==> src/rtl/axi_gran_ax_sequencer.sv <==
// axi_gran_ax_sequencer: allocates a beat counter per AX burst, then emits it as
// sub-bursts of at most len_limit+1 beats, advancing the address for INCR bursts.
module axi_gran_ax_sequencer #(
    parameter int AddrWidth = 64,
    parameter int IdWidth   = 4
) (
    input  logic                 clk_i,
    input  logic                 rst_i,
    input  logic [7:0]           len_limit_i,
    input  logic [IdWidth-1:0]   ax_id_i,
    input  logic [AddrWidth-1:0] ax_addr_i,
    input  logic [7:0]           ax_len_i,
    input  logic [2:0]           ax_size_i,
    input  logic [1:0]           ax_burst_i,
    input  logic                 ax_valid_i,
    output logic                 ax_ready_o,
    output logic [IdWidth-1:0]   alloc_id_o,
    output logic [7:0]           alloc_len_o,
    output logic                 alloc_req_o,
    input  logic                 alloc_gnt_i,
    output logic [IdWidth-1:0]   sub_id_o,
    output logic [AddrWidth-1:0] sub_addr_o,
    output logic [7:0]           sub_len_o,
    output logic [2:0]           sub_size_o,
    output logic [1:0]           sub_burst_o,
    output logic                 sub_last_o,
    output logic                 sub_valid_o,
    input  logic                 sub_ready_i,
    output logic                 busy_o
);
    typedef enum logic [1:0] {IDLE, ALLOC, SPLIT} state_t;
    state_t                 state;
    logic [IdWidth-1:0]     id;
    logic [AddrWidth-1:0]   addr;
    logic [7:0]             len, limit;
    logic [2:0]             size;
    logic [1:0]             burst;
    logic [8:0]             rem, rem_m1, beats;
    logic                   incr, fits;
    assign incr        = burst == 2'd1;
    assign rem_m1      = rem - 9'd1;
    assign fits        = rem_m1 <= {1'b0, limit};
    // FIXED and WRAP bursts are never split
    assign sub_len_o   = !incr ? len : fits ? rem_m1[7:0] : limit;
    assign sub_last_o  = !incr || fits;
    assign beats       = {1'b0, sub_len_o} + 9'd1;
    assign ax_ready_o  = state == IDLE;
    assign alloc_req_o = state == ALLOC;
    assign sub_valid_o = state == SPLIT;
    assign busy_o      = state != IDLE;
    assign alloc_id_o  = id;
    assign alloc_len_o = len;
    assign sub_id_o    = id;
    assign sub_addr_o  = addr;
    assign sub_size_o  = size;
    assign sub_burst_o = burst;
    always_ff @(posedge clk_i) begin
        if (rst_i) begin
            state <= IDLE;
            id    <= '0;
            addr  <= '0;
            len   <= '0;
            limit <= '0;
            size  <= '0;
            burst <= '0;
            rem   <= '0;
        end else begin
            case (state)
                IDLE: if (ax_valid_i) begin
                    id    <= ax_id_i;
                    addr  <= ax_addr_i;
                    len   <= ax_len_i;
                    size  <= ax_size_i;
                    burst <= ax_burst_i;
                    limit <= len_limit_i;
                    rem   <= {1'b0, ax_len_i} + 9'd1;
                    state <= ALLOC;
                end
                ALLOC: if (alloc_gnt_i) state <= SPLIT;
                SPLIT: if (sub_ready_i) begin
                    rem <= rem - beats;
                    if (incr) addr <= addr + (AddrWidth'(beats) << size);
                    if (sub_last_o) state <= IDLE;
                end
                default: state <= IDLE;
            endcase
        end
    end
endmodule

==> config.mk <==
export PLATFORM = sky130hd
export DESIGN_NAME = axi_gran_ax_sequencer
export DESIGN_NICKNAME = d
export VERILOG_FILES = /design/src/rtl/axi_gran_ax_sequencer.sv
export SDC_FILE = /design/constraint.sdc
export NUM_CORES = 1
export LEC_CHECK = 0
export ABC_AREA = 1
export CORE_MARGIN = 3
export CORE_UTILIZATION = 25
export DETAILED_ROUTE_END_ITERATION = 12
export HOLD_SLACK_MARGIN = 0.08
export PLACE_DENSITY = 0.5
export REMOVE_ABC_BUFFERS = 1
export SYNTH_ARGS = -nofsm -noshare
export SYNTH_HDL_FRONTEND = slang
export SYNTH_SLANG_ARGS = --single-unit
==> constraint.sdc <==
create_clock -name clk_i -period 12.1 [get_ports clk_i]
set_input_delay 2.42 -clock clk_i [delete_from_list [all_inputs] [get_ports clk_i]]
set_output_delay 2.42 -clock clk_i [all_outputs]
set_load 0.005 [all_outputs]
==> Word level (Yosys, flattened, before mapping) <==
Index checks and enable logic that the tools add are counted.
{ "totals": {"in_bits": 94, "output_inout_bits": 98, "ff_bits": 100, "elab_cells": 46} }
{ "classes": {"n_eq_ne": 8, "muxes": 14, "n_lt_le_gt_ge": 1, "shifts": 1, "n_addsub": 5, "n_reduce_logical": 9} }
{ "op_table": {"columns": ["operator", "count"], "rows": [
  ["64-bit two-way mux", 3],
  ["64-bit one-hot mux with 2 select lines", 1],
  ["64-bit adder", 1],
  ["9-bit by 3-bit << shifter with 64-bit output", 1],
  ["8-bit by 1-bit adder with 9-bit output (second input constant)", 2],
  ["9-bit two-way mux", 2],
  ["9-bit one-hot mux with 2 select lines", 1],
  ["8-bit two-way mux", 2],
  ["9-bit by 8-bit less-or-equal comparator with 1-bit output", 1],
  ["9-bit by 1-bit subtractor with 9-bit output (second input constant)", 1],
  ["9-bit subtractor", 1],
  ["2-bit two-way mux", 4],
  ["4-bit AND reduction", 2],
  ["2-bit by 1-bit inequality test with 1-bit output (second input constant)", 3],
  ["2-bit one-hot mux with 3 select lines", 1],
  ["2-bit by 1-bit equality test with 1-bit output (second input constant)", 2],
  ["2-bit inequality test (second input constant)", 2],
  ["2-bit nonzero test", 2],
  ["3-bit AND reduction", 1],
  ["2-bit equality test (second input constant)", 1],
  ["2-bit zero test", 1],
  ["2-bit AND reduction", 1],
  ["1-bit zero test", 1],
  ["1-bit logical OR", 1]
]} }

==> Longest topological paths before layout <==
Gate-level depths: netlist (run 1).
{ "logic_depth": {"word_depth": 10, "mapped_depth": 41, "ltp_nobuf": 41} }

==> Worst setup path before layout (run 1) <==
OpenSTA, ideal clock, no wires.
{ "synth_timing": {"kind": "reg2reg", "start": "register rem[1]", "end": "register addr[57], in the netlist sub_addr_o[57]", "slack_ns": 7.225, "n_path_buf": 0, "required_time_ns": 11.968, "path_stages_with_launch": 40, "arrival_ns": 4.743, "period_less_slack_ns": 4.875, "setup_ns": 0.132, "cell_sequence": "dfxtp_1 > inv_1 > ha_1 > nand3_1 > xor2_1 > ha_1 > nand2_1 > inv_1 > a21oi_1 > nand2_1 > nand2_1 > nand2_1 > nand2_1 > nand2_1 > nand2_1 > nand3_1 > nand2_2 > inv_1 > (+4 left out) > o21ai_2 > nand2_1 > nand2_1 > nor2_1 > ha_1 > a21oi_1 > o21ai_2 > a21oi_1 > o21bai_2 > a21oi_1 > inv_1 > nand2_1 > nand2_1 > nand2_1 > or2_1 > nand3_1 > o211ai_1 > a21oi_1"} }
{ "synth_between": {"elab_chain_len": 10} }
{ "synth_rtl": {"columns": ["item", "line_no", "rtl"], "rows": [
  ["start: declaration", "38", "logic [8:0] rem, rem_m1, beats;"],
  ["start signal: assignment", "76", "rem <= {1'b0, ax_len_i} + 9'd1;"],
  ["start signal: assignment", "81", "rem <= rem - beats;"],
  ["9-bit by 1-bit subtractor with 9-bit output *", "41", "assign rem_m1 = rem - 9'd1;"],
  ["9-bit by 8-bit less-or-equal comparator with 1-bit output", "42", "assign fits = rem_m1 <= {1'b0, limit};"],
  ["8-bit two-way mux * (2 in series)", "44", "assign sub_len_o = !incr ? len : fits ? rem_m1[7:0] : limit;"],
  ["named net sub_len_o[1]", "23", "output logic [7:0] sub_len_o,"],
  ["8-bit by 1-bit adder with 9-bit output *", "46", "assign beats = {1'b0, sub_len_o} + 9'd1;"],
  ["9-bit by 3-bit << shifter with 64-bit output *", "82", "if (incr) addr <= addr + (AddrWidth'(beats) << size);"],
  ["64-bit adder *", "82", null],
  ["64-bit two-way mux *", "82", null],
  ["64-bit two-way mux *", "80", "SPLIT: if (sub_ready_i) begin"],
  ["64-bit one-hot mux with 2 select lines *", "68", "case (state)"],
  ["end signal: assignment", "71", "addr <= ax_addr_i;"],
  ["end signal: assignment", "82", null],
  ["end: declaration", "34", "logic [AddrWidth-1:0] addr;"]
]} }
Mark *: on every way through the listed nets, which the timed path passes. The rest lies on a longest branch. The select of a mux whose other input is x is not followed.
A chain may end at the register's enable or synchronous reset.

==> Worst setup path in the final report (run 1) <==
{ "layout_timing": {"start": "register rem[0]", "end": "register addr[57], in the netlist sub_addr_o[57]"} }
{ "layout_between": {"elab_chain_len": 10} }
{ "layout_rtl": {"columns": ["item", "line_no"], "rows": [
  ["9-bit by 1-bit subtractor with 9-bit output *", "41"],
  ["9-bit by 8-bit less-or-equal comparator with 1-bit output", "42"],
  ["8-bit two-way mux * (2 in series)", "44"],
  ["8-bit by 1-bit adder with 9-bit output *", "46"],
  ["9-bit by 3-bit << shifter with 64-bit output *", "82"],
  ["64-bit adder *", "82"],
  ["64-bit two-way mux *", "82"],
  ["64-bit two-way mux *", "80"],
  ["64-bit one-hot mux with 2 select lines *", "68"]
]} }
Mark *: on every way between the ends. The rest lies on a longest branch, timed or not. The select of a mux whose other input is x is not followed.

==> results of run 1 <==
[cells in the final DEF (no fill, tap or decap), types with 3 or more instances in the layout]
master	count
nor4_1	16
o211ai_1	31
or2_0	4
nor2_1	158
a21oi_1	127
ha_1	35
clkbuf_16	9
inv_2	7
nor3_2	3
or2_2	16
xnor2_1	8
nand3_1	110
nor3_1	34
nand4_1	20
o21ai_1	7
o221ai_1	9
nor2_2	7
o21ai_0	94
nand2_1	287
o21bai_1	3
nand3_2	7
buf_4	9
clkdlybuf4s50_1	190
dfxtp_1	100
a21boi_0	3
or2_1	3
inv_1	169
nand2_2	9
a211oi_1	4
a31oi_1	9
nand2_4	5
o21ai_2	8
xor2_1	21
nor2_4	4
[per-layer routing]
layer  track usage, %  up-vias  share of wire [%]
li1                 -     4947                  -
met3             3.70       27                6.5
met4             3.81        0                1.1
met2             27.2      288                 40
met5                0        -                  0
met1             30.2     4518                 53
[power by group through the flow]
stage / Clock, W / Combinational (W) / Sequential, W
detailed placement: 0 / 0.000474 / 0.000408
global placement: 0 / 0.000478 / 0.000408
CTS: 0.000322 / 0.000478 / 0.000401
finish: 0.000313 / 0.000477 / 0.000401
floorplan: 0 / 0.000285 / 0.000396
global route: 0.000333 / 0.000534 / 0.000406
[per-stage QoR]
step                      hold slack, ns  util [%]  instances  power [W]  setup WS, ns
after detailed placement           0.478      32.8       1979   0.000883          6.03
after global placement             0.462      32.8       1979   0.000886          6.01
after CTS                          0.489      33.7       1995    0.00120          6.05
final                              0.486      33.7       1996    0.00119          5.99
after global routing               0.522      33.7       1996    0.00127          5.43
after floorplan                    0.449         -       1337   0.000680          5.02
[registers in the layout, summed over array words and instances (netlist names)]
name	count
alloc_len_o	8
limit	8
sub_size_o	3
sub_addr_o	64
sub_burst_o	2
state	2
rem	9
alloc_id_o	4
[cell type report]
class / count / area, um2 / share of cell area (%)
Multi-Input combinational cell: 1059 / 5590 / 50.4
Sequential cell: 100 / 2000 / 18.0
Timing Repair Buffer: 200 / 1970 / 17.8
Inverter: 178 / 672 / 6.05
Tap cell: 442 / 553 / 4.98
Clock buffer: 11 / 243 / 2.19
Clock inverter: 5 / 60.1 / 0.541
Antenna cell: 1 / 2.50 / 0.0225
[worst min path at each step]
stage                                      from                          end  slack [ns]  cells after the start
CTS                 sub_burst_o[0]$_SDFFE_PP0P_  sub_burst_o[0]$_SDFFE_PP0P_        0.49                      2
global placement    sub_burst_o[0]$_SDFFE_PP0P_  sub_burst_o[0]$_SDFFE_PP0P_        0.46                      2
floorplan                 limit[7]$_SDFFE_PP0P_        limit[7]$_SDFFE_PP0P_        0.45                      2
global route        sub_burst_o[0]$_SDFFE_PP0P_  sub_burst_o[0]$_SDFFE_PP0P_        0.52                      2
finish              sub_burst_o[0]$_SDFFE_PP0P_  sub_burst_o[0]$_SDFFE_PP0P_        0.49                      2
detailed placement  sub_burst_o[0]$_SDFFE_PP0P_  sub_burst_o[0]$_SDFFE_PP0P_        0.48                      2
[worst max-delay path, delay by kind of cell (launching register included)]
kind | cells | cell delay (ns)
buffers and inverters | 4 | 0.35
adder cells (fa/ha/maj) | 4 | 1.17
XOR/XNOR | 1 | 0.25
AO/OA/AOI/OAI | 9 | 1.61
flip-flops | 1 | 0.36
AND/OR/NAND/NOR | 21 | 2.21
[cells by family (layout without fill, tap and decap cells)]
kind of cell | after synthesis | after routing | synth area share (%)
simple gates | 690 | 690 | 36.8
buf+inv | 233 | 394 | 10.7
compound gates | 303 | 303 | 20.3
other cells | 0 | 1 | 0
fa+ha+maj | 37 | 37 | 5.64
flops | 100 | 100 | 23.6
xor+xnor | 29 | 29 | 3.00
==> results.sh, run 1 <==
export IMPL_p_comb_share_pct=40.0
export IMPL_synth_top_area_share_pct=23.6
export IMPL_htree_num_levels=3
export IMPL_async_flop_share_pct=0
export IMPL_max_stage_delay_ns=0.38
export IMPL_outcome="finished clean"
export IMPL_clock_power_share_pct=26.3
export IMPL_drtIter0Drc=836
export IMPL_synth_edf_count=0
export IMPL_initial_core_util_pct=25.7
export IMPL_grt_max_degree=80
export IMPL_skew_ns=0.00959
export IMPL_ir_worst_vdd_uv=70.5
export IMPL_clock_sinks=100
export IMPL_final_antenna_net_count=0
export IMPL_grtUsageTotal_pct=19.3
export IMPL_reg2reg_slack_ns=5.99
export IMPL_cts_tree="built"
export IMPL_share_seq_of_total_power_pct=33.7
export IMPL_finalCritPeriodShare_pct=50.5
export IMPL_syn2layout_area_growth_pct=30.9
export IMPL_num_vias=9780
export IMPL_rsz0062_at_grt="false"
export IMPL_yosysTopAreaCell="dfxtp_1"
export IMPL_die_x_um=190
export IMPL_grt_overflow=0
export IMPL_fin_crit_ns=6.11
export IMPL_reg2reg_to="sub_addr_o[57]$_SDFFE_PP0P_"
export IMPL_ioPinCount=192
export IMPL_critPathCapture="sub_addr_o[57]$_SDFFE_PP0P_"
export IMPL_post_cts_resized=0
export IMPL_finalInstanceArea_um2=11100
export IMPL_antenna_found_initial=1
export IMPL_synthTopCellsByArea="dfxtp_1 24%, nand2_1 13%, a21oi_1 7.5%, inv_1 7.5%, nor2_1 7.0%"
export IMPL_cts_inserted_buffers=9
export IMPL_cp_startpoint="rem[0]$_SDFFE_PP0P_"
export IMPL_slew_viol_final=0
export IMPL_cts_root_buf="clkbuf_16"
export IMPL_cts_setup_buffers=0
export IMPL_crit_path_max_fanout=7
export IMPL_critPathCaptureType="flip-flop"
export IMPL_p_leak_nw=4.10
export IMPL_critical_path_class="reg2reg"
export IMPL_drt_total_wl_mm=35.7
export IMPL_avgSynthCellArea_um2=6.09
export IMPL_synth_warnings=0
export IMPL_clk_latency_ns=0.37
export IMPL_startpoint_type="flip-flop"
export IMPL_vias_per_cell=4.90
export IMPL_io_buffers=191
export IMPL_hpwl_mm=28.5
export IMPL_slew_headroom_pct=22.8
export IMPL_syn_area_um2=8480
export IMPL_synth_main_ff_cell="dfxtp_1"
export IMPL_drtPass1Iterations=5
export IMPL_ys_top_cells_by_count="287 x nand2_1, 169 x inv_1, 159 x nor2_1"
export IMPL_drive_gt1_share_pct=6.37
export IMPL_synth_cell_type_count=48
export IMPL_hold_path_class="reg2reg"
export IMPL_reg2reg_depth=39
export IMPL_fp_dieH_um=190
export IMPL_required_ns=12.34
export IMPL_final_hold_violation_count=0
export IMPL_synth_seq_cells=100
export IMPL_syn_inst=1392
export IMPL_fmax_mhz=164
export IMPL_grt_pass1_wl_mm=54.2
export IMPL_core_area_um2=32900
export IMPL_cpMostUsedCell="nand2_1"
export IMPL_setup_viol=0
export IMPL_nNetsFinal=1679
export IMPL_clockBufferDepth=2
export IMPL_arrival_ns=6.35
export IMPL_drc=0
export IMPL_swShare_pct=39.2
export IMPL_fill_cells=3625
export IMPL_powerDensity_nw_per_um2=107
export IMPL_grt_pass1_vias=9161
export IMPL_ctsHoldBuffers=0
export IMPL_switchingPower_w=0.000466
export IMPL_die_area_um2=36200
export IMPL_maxCapViolations=0
export IMPL_yosysMostFrequentCell="nand2_1"
export IMPL_place_area_um2=10800
export IMPL_cts_clk_slew_worst_paths_ns=0.07
export IMPL_setup_tns_ns=0
export IMPL_ys_seq_area_share_pct=23.6
export IMPL_r2r_start="rem[0]$_SDFFE_PP0P_"
export IMPL_internal_power_w=0.000724
export IMPL_cp_slowest_cell="ha_1"
export IMPL_worst_slew_pin_slew_ns=1.16
export IMPL_gp_congestion=0.963
export IMPL_wl_per_cell_um=17.9
export IMPL_rows=66
Power figures use the tool's default switching activity.
==> run 2: changes to the inputs <==
--- a/config.mk
+++ b/config.mk
@@ -10,7 +10,7 @@
 export CORE_UTILIZATION = 25
 export DETAILED_ROUTE_END_ITERATION = 12
 export HOLD_SLACK_MARGIN = 0.08
-export PLACE_DENSITY = 0.5
+export PLACE_DENSITY = 0.51
 export REMOVE_ABC_BUFFERS = 1
 export SYNTH_ARGS = -nofsm -noshare
 export SYNTH_HDL_FRONTEND = slang
==> constraint.sdc (replaced) <==
create_clock -name clk_i -period 5.43 [get_ports clk_i]
set_input_delay 1.086 -clock clk_i [delete_from_list [all_inputs] [get_ports clk_i]]
set_output_delay 1.086 -clock clk_i [all_outputs]
set_load 0.005 [all_outputs]
==> run 2 against run 1 <==
Against the previous run:
- sequential power increased by 120%
- total power increased by 140%
- critical path type unchanged
- combinational power increased to 2.8 times the previous value
- first-iteration DRC count increased by 6.1%
- design area increased by 12%
- critical path depth decreased by 1
==> results.sh, run 2 (synthesized netlist as in run 1, its figures left out) <==
export IMPL_outcome="finished clean"
export IMPL_io_buffers=191
export IMPL_slew_headroom_pct=40.7
export IMPL_maxCapViolations=0
export IMPL_initial_core_util_pct=25.7
export IMPL_rows=66
export IMPL_clockBufferDepth=2
export IMPL_slew_viol_final=0
export IMPL_antenna_found_initial=0
export IMPL_utilization_pct=37.8
export IMPL_hold_ws_ns=0.479
export IMPL_cts_root_buf="clkbuf_16"
export IMPL_r2r_start="rem[0]$_SDFFE_PP0P_"
export IMPL_cts_clk_slew_worst_paths_ns=0.07
export IMPL_ioPinCount=192
export IMPL_required_ns=5.72
export IMPL_fill_cells=3522
export IMPL_syn2layout_area_growth_pct=46.8
export IMPL_hold_path_class="reg2reg"
export IMPL_core_area_um2=32900
export IMPL_vias_per_cell=4.86
export IMPL_critical_path_class="reg2reg"
export IMPL_die_x_um=190
export IMPL_num_vias=10219
export IMPL_fin_crit_ns=5.20
export IMPL_wl_per_cell_um=17.6
export IMPL_fmax_mhz=192
export IMPL_num_antenna_cells=0
export IMPL_worstHoldStart="sub_burst_o[0]$_SDFFE_PP0P_"
export IMPL_grt_pass1_vias=9604
export IMPL_drive_gt1_share_pct=19.8
export IMPL_reg2reg_depth=38
export IMPL_setup_viol=0
export IMPL_layout_commonest_cell="nand2_1"
export IMPL_grt_pass1_wl_mm=55.8
export IMPL_reg2reg_to="sub_addr_o[60]$_SDFFE_PP0P_"
export IMPL_cp_slowest_cell="ha_1"
export IMPL_crit_path_max_fanout=4
export IMPL_final_antenna_net_count=0
export IMPL_die_area_um2=36200
export IMPL_drc=0
export IMPL_regArea_um2=2010
export IMPL_drtIter0Drc=887
export IMPL_critPathCaptureType="flip-flop"
export IMPL_clk_latency_ns=0.37
export IMPL_drtPass1Iterations=5
export IMPL_gp_congestion=0.936
export IMPL_final_cell_mix="257 x nand2_1, 190 x clkdlybuf4s50_1, 159 x inv_1, 139 x nor2_1, 117 x buf_4"
export IMPL_hold_end="sub_burst_o[0]$_SDFFE_PP0P_"
export IMPL_hpwl_mm=29.3
export IMPL_final_hold_violation_count=0
export IMPL_rsz0062_at_grt="true"
export IMPL_grt_max_degree=79
export IMPL_htree_num_levels=3
export IMPL_cts_inserted_buffers=9
export IMPL_max_stage_delay_ns=0.40
export IMPL_largest_reg_flops=64
export IMPL_grtUsageTotal_pct=19.8
export IMPL_skew_ns=0.0107
export IMPL_ir_worst_vdd_uv=133
export IMPL_nNetsFinal=1788
export IMPL_drt_total_wl_mm=37.0
export IMPL_reg2reg_slack_ns=0.23
export IMPL_p_leak_nw=4.69
export IMPL_cts_tree="built"
export IMPL_startpoint_type="flip-flop"
export IMPL_arrival_ns=5.50
export IMPL_multiInputGateArea_um2=6130
export IMPL_worst_slew_pin_slew_ns=0.890
export IMPL_finalCritPeriodShare_pct=95.8
export IMPL_min_path_cells=2
export IMPL_powerDensity_nw_per_um2=233
export IMPL_fp_dieH_um=190
export IMPL_clock_sinks=100
export IMPL_grt_overflow=0
[run 2: worst max-delay path, delay by kind of cell, from the launching register on]
kind | cells | cell delay, ns
AND/OR/NAND/NOR | 18 | 1.74
AO/OA/AOI/OAI | 8 | 1.19
buffers and inverters | 9 | 0.98
adder cells (fa/ha/maj) | 2 | 0.69
flip-flops | 1 | 0.34
XOR/XNOR | 1 | 0.22
[run 2: what timing repair did]
action	CTS	global route
hold buffers	0	0
endpoints found under the setup margin	12	57
buffers inserted	0	16
resized for setup	8	146
pin swaps	0	37
[run 2: how the worst max path moves through the flow]
stage                                     start                           to  cells after the start
after floorplan           state[1]$_SDFFE_PP0P_  sub_addr_o[61]$_SDFFE_PP0P_                      9
after global placement      rem[0]$_SDFFE_PP0P_  sub_addr_o[60]$_SDFFE_PP0P_                     36
after detailed placement    rem[0]$_SDFFE_PP0P_  sub_addr_o[60]$_SDFFE_PP0P_                     36
after CTS                   rem[0]$_SDFFE_PP0P_  sub_addr_o[63]$_SDFFE_PP0P_                     38
after global routing        rem[0]$_SDFFE_PP0P_  sub_addr_o[60]$_SDFFE_PP0P_                     38
final                       rem[0]$_SDFFE_PP0P_  sub_addr_o[60]$_SDFFE_PP0P_                     38
[run 2: through the flow]
stage / area (um2) / setup slack [ns] / TNS [ns] / std cells / power, W
after CTS: 11800 / 0.00266 / 0 / 2088 / 0.00277
after detailed placement: 11500 / -0.308 / -0.586 / 2072 / 0.00211
after global routing: 12400 / -0.196 / -3.15 / 2104 / 0.00309
final: 12400 / 0.227 / 0 / 2104 / 0.00290
after global placement: 11500 / -0.272 / -0.394 / 2072 / 0.00211
after floorplan: 8250 / -1.65 / -88.40 / 1337 / 0.00152
[run 2: cell type report]
class	instances	area share, %
timing repair buffer	309	22.5
clock buffer	13	2.09
sequential	100	16.1
inverter	178	5.43
clock inverter	3	0.171
multi-input combinational	1059	49.3
tap	442	4.44
[run 2: per-layer routing]
metal / GRT usage [%] / up-vias / wire [um]
met4: 4.88 / 0 / 648
met3: 3.17 / 27 / 1920
met5: 0 / - / 0
met1: 31.1 / 4741 / 19500
li1: - / 5156 / -
met2: 27.8 / 295 / 15000
[run 2: report_power, final]
part,switching [W],internal (W),total (W)
logic,0.000731,0.000623,0.00135
registers,0.0000931,0.000801,0.000894
clock network,0.000316,0.000338,0.000654
